**config.mk**
```make
export PLATFORM = sky130hd
export DESIGN_NAME = decoder_3_to_8
export DESIGN_NICKNAME = d
export VERILOG_FILES = /design/src/rtl/decoder_3_to_8.sv
export SDC_FILE = /design/constraint.sdc
export NUM_CORES = 1
export LEC_CHECK = 0
export BUFFER_PORTS_ARGS = -buffer_cell sky130_fd_sc_hd__buf_2
export CAP_MARGIN = 20
export CORE_AREA = 2 2 39 41
export CTS_CLUSTER_SIZE = 30
export DETAILED_ROUTE_END_ITERATION = 16
export DIE_AREA = 0 0 41 43
export GPL_TIMING_DRIVEN = 0
export HOLD_SLACK_MARGIN = 0.06
export PLACE_DENSITY = 0.54
export SLEW_MARGIN = 25
export SYNTH_ARGS = -nofsm -noshare
export SYNTH_HDL_FRONTEND = slang
export SYNTH_SLANG_ARGS = --single-unit
```
**constraint.sdc**
```tcl
create_clock -name clk -period 1.25 [get_ports clk]
set_input_delay 0.3125 -clock clk [delete_from_list [all_inputs] [get_ports clk]]
set_output_delay 0.3125 -clock clk [all_outputs]
set_load 0.03 [all_outputs]
```
**src/rtl/decoder_3_to_8.sv**
```systemverilog
`default_nettype none
// ============================================================================
//  Module      : decoder_3_to_8
//  Description : Registered 3-to-8 one-hot decoder with active-high enable.
//                Each rising clock edge samples the 3-bit select and the
//                enable. One cycle later, out holds a single set bit at the
//                selected index when enable was high. When enable was low,
//                out holds all zeros. valid is a registered copy of enable.
//
//  Ports       : clk     in   1  system clock, rising edge
//                rst_n   in   1  asynchronous active-low reset
//                in      in   3  binary select index
//                enable  in   1  decode enable, active high
//                out     out  8  registered one-hot decode
//                valid   out  1  high when out holds a decoded value
//
//  Revision    : 1.0  initial release
// ============================================================================
module decoder_3_to_8 (
    input  logic       clk,
    input  logic       rst_n,
    input  logic [2:0] in,
    input  logic       enable,
    output logic [7:0] out,
    output logic       valid
);

    localparam logic [7:0] C_ZERO = 8'h00;

    logic [7:0] w_onehot;
    logic [7:0] r_out;
    logic       r_valid;

    // The decode is gated by enable before it reaches the register. An
    // unknown select therefore cannot reach out while the block is disabled.
    always_comb begin
        w_onehot = C_ZERO;
        if (enable) begin
            case (in)
                3'd0:    w_onehot = 8'h01;
                3'd1:    w_onehot = 8'h02;
                3'd2:    w_onehot = 8'h04;
                3'd3:    w_onehot = 8'h08;
                3'd4:    w_onehot = 8'h10;
                3'd5:    w_onehot = 8'h20;
                3'd6:    w_onehot = 8'h40;
                3'd7:    w_onehot = 8'h80;
                default: w_onehot = C_ZERO;
            endcase
        end
    end

    always_ff @(posedge clk or negedge rst_n) begin
        if (!rst_n) begin
            r_out   <= C_ZERO;
            r_valid <= 1'b0;
        end else begin
            r_out   <= w_onehot;
            r_valid <= enable;
        end
    end

    assign out   = r_out;
    assign valid = r_valid;

endmodule
`default_nettype wire

```
==> qor.csv <==
metric,value,unit
multi_input_area,96.3,sq um
wire_per_inst,11.4,microns
grt_usage,8.45,%
seq_area_frac_synth,70.0,%
drc,0,
min_period_over_period,88.3,%
clkSinkCount,9,
io_pins,15,
fin_setup_tns,0,ps
nets,43,
power.leakage,0.241,nW
worstSetupPathType,flip-flop to output pin,
dp.cells,47,
rsz0062_at_grt,no,
hold_violations,0,
via_per_inst,4.48,
post_cts_resized,0,
vias,233,
fin_crit,1100,ps
cts_tree,built,
drt_first_pass_iters,2,
syn-num-nets,23,
synth_area,322,sq um
die-area,1760,sq um
cp_slowest_stage_delay,360,ps
fillers,143,
layout_common_cells,"14 x buf_2, 9 x dfrtp_1, 3 x and4b_2, 3 x and4bb_2, 3 x clkbuf_4",
slew_headroom,87.1,%
min_path_type,primary input to flip-flop,
yosysTopAreaCellShare,70.0,%
fp-row-count,14,
crit_chain,buf_2,
final_cells,52,
die_w,41,microns
cts_root_buf,clkbuf_4,
place.gp.congestion,0.631,
clock_path_buffers,2,
holdWs,249,ps
ant_nets,0,
slew_viol_final,0,
post-place-ws,417,ps
finalPower,0.581,mW
ir_worst_vdd,410,uV
finalWirelength,595,microns
cts_buffers,3,
run_status,completed,
area_growth,39.3,%
antenna_found_initial,0,
worstPathArrival,790,ps
synth.distinct_cells,5,
power_density,1300,nW/um^2
clk_pin_slew,60,ps
h-tree-depth,1,
path_delay_family,flip-flops,
worst_slack,147,ps
placed_area,412,sq um
synth_top_area_cell,dfrtp_1,
core_area,1380,sq um
grt_pass1_wl,890,microns
final_layout_size_suffix_gt1_share,69.4,%
synth.avg_cell_area,18.9,sq um
die_y,43,microns
io_buffers,14,
initial_core_util,23.2,%
start_kind,flip-flop,
drv_cap,0,
crit_slowest_cell,dfrtp_1,
fmax,906,MHz
grt_pass1_vias,208,
synth_warnings,0,
synthTopCellsByArea,"dfrtp_1 70%, and4bb_2 12%, and4b_2 11%",
crit_required,940,ps
cp-end-kind,output pin,
final_common_cell,buf_2,
overflow,0,
yosys_register_bits,9,
antenna_cells,0,
finalSetupViolations,0,
utilization,32.4,%
postSynthCellCount,17,
worstMarginPinSlew,194,ps
drtIter0Drc,4,
cp_max_fo,1,
cp_num_buf_inv,1,
design_area,448,sq um
grt_max_degree,10,
final-seq-area,225,sq um
## layout make-up
class,count,area share [%]
Tap cell,16,4.47
Sequential cell,9,50.3
Clock buffer,4,5.87
Timing Repair Buffer,15,17.9
Multi-Input combinational cell,8,21.5
## registers in the layout, summed over array words and instances (netlist names)
| register | count |
|---|---|
| out | 8 |
| valid | 1 |
## layer usage
metal  routed length [microns]  track usage [%]  vias to the layer above
met3                        58             5.24                        2
met1                       237             9.09                      113
met5                         0                0                        -
li1                          -                -                      105
met2                       290             9.69                       13
met4                         8             10.0                        0
## cell families (layout without fill, tap and decap cells)
family	count (synthesis)	after routing	share of synthesized area, %
and+or+nand+nor	8	8	30.0
buffers and inverters	0	19	0
DFF	9	9	70.0
## Yosys cell counts, drive strengths merged
cell    instances
and4            1
and4b           3
and4bb          3
dfrtp           9
nor4b           1
## worst paths after layout
kind,start,to,depth (start not counted)
worst min-delay path,enable,valid,1
min in group asynchronous,rst_n,valid,2
max in group asynchronous,rst_n,out[7],2
worst max-delay path,out[0],out[0],1
## where the power goes
group | switching, mW | total [mW] | internal [mW]
logic | 0.0394 | 0.0615 | 0.0221
registers | 0.00171 | 0.301 | 0.299
clock network | 0.0955 | 0.218 | 0.123
## timing repair
action | 4_1_cts | 5_1_grt
endpoints found under the hold margin | 9 | 0
setup buffers | 0 | 0
hold buffers | 1 | 0
Note: power is estimated with default switching activity, not from simulation.
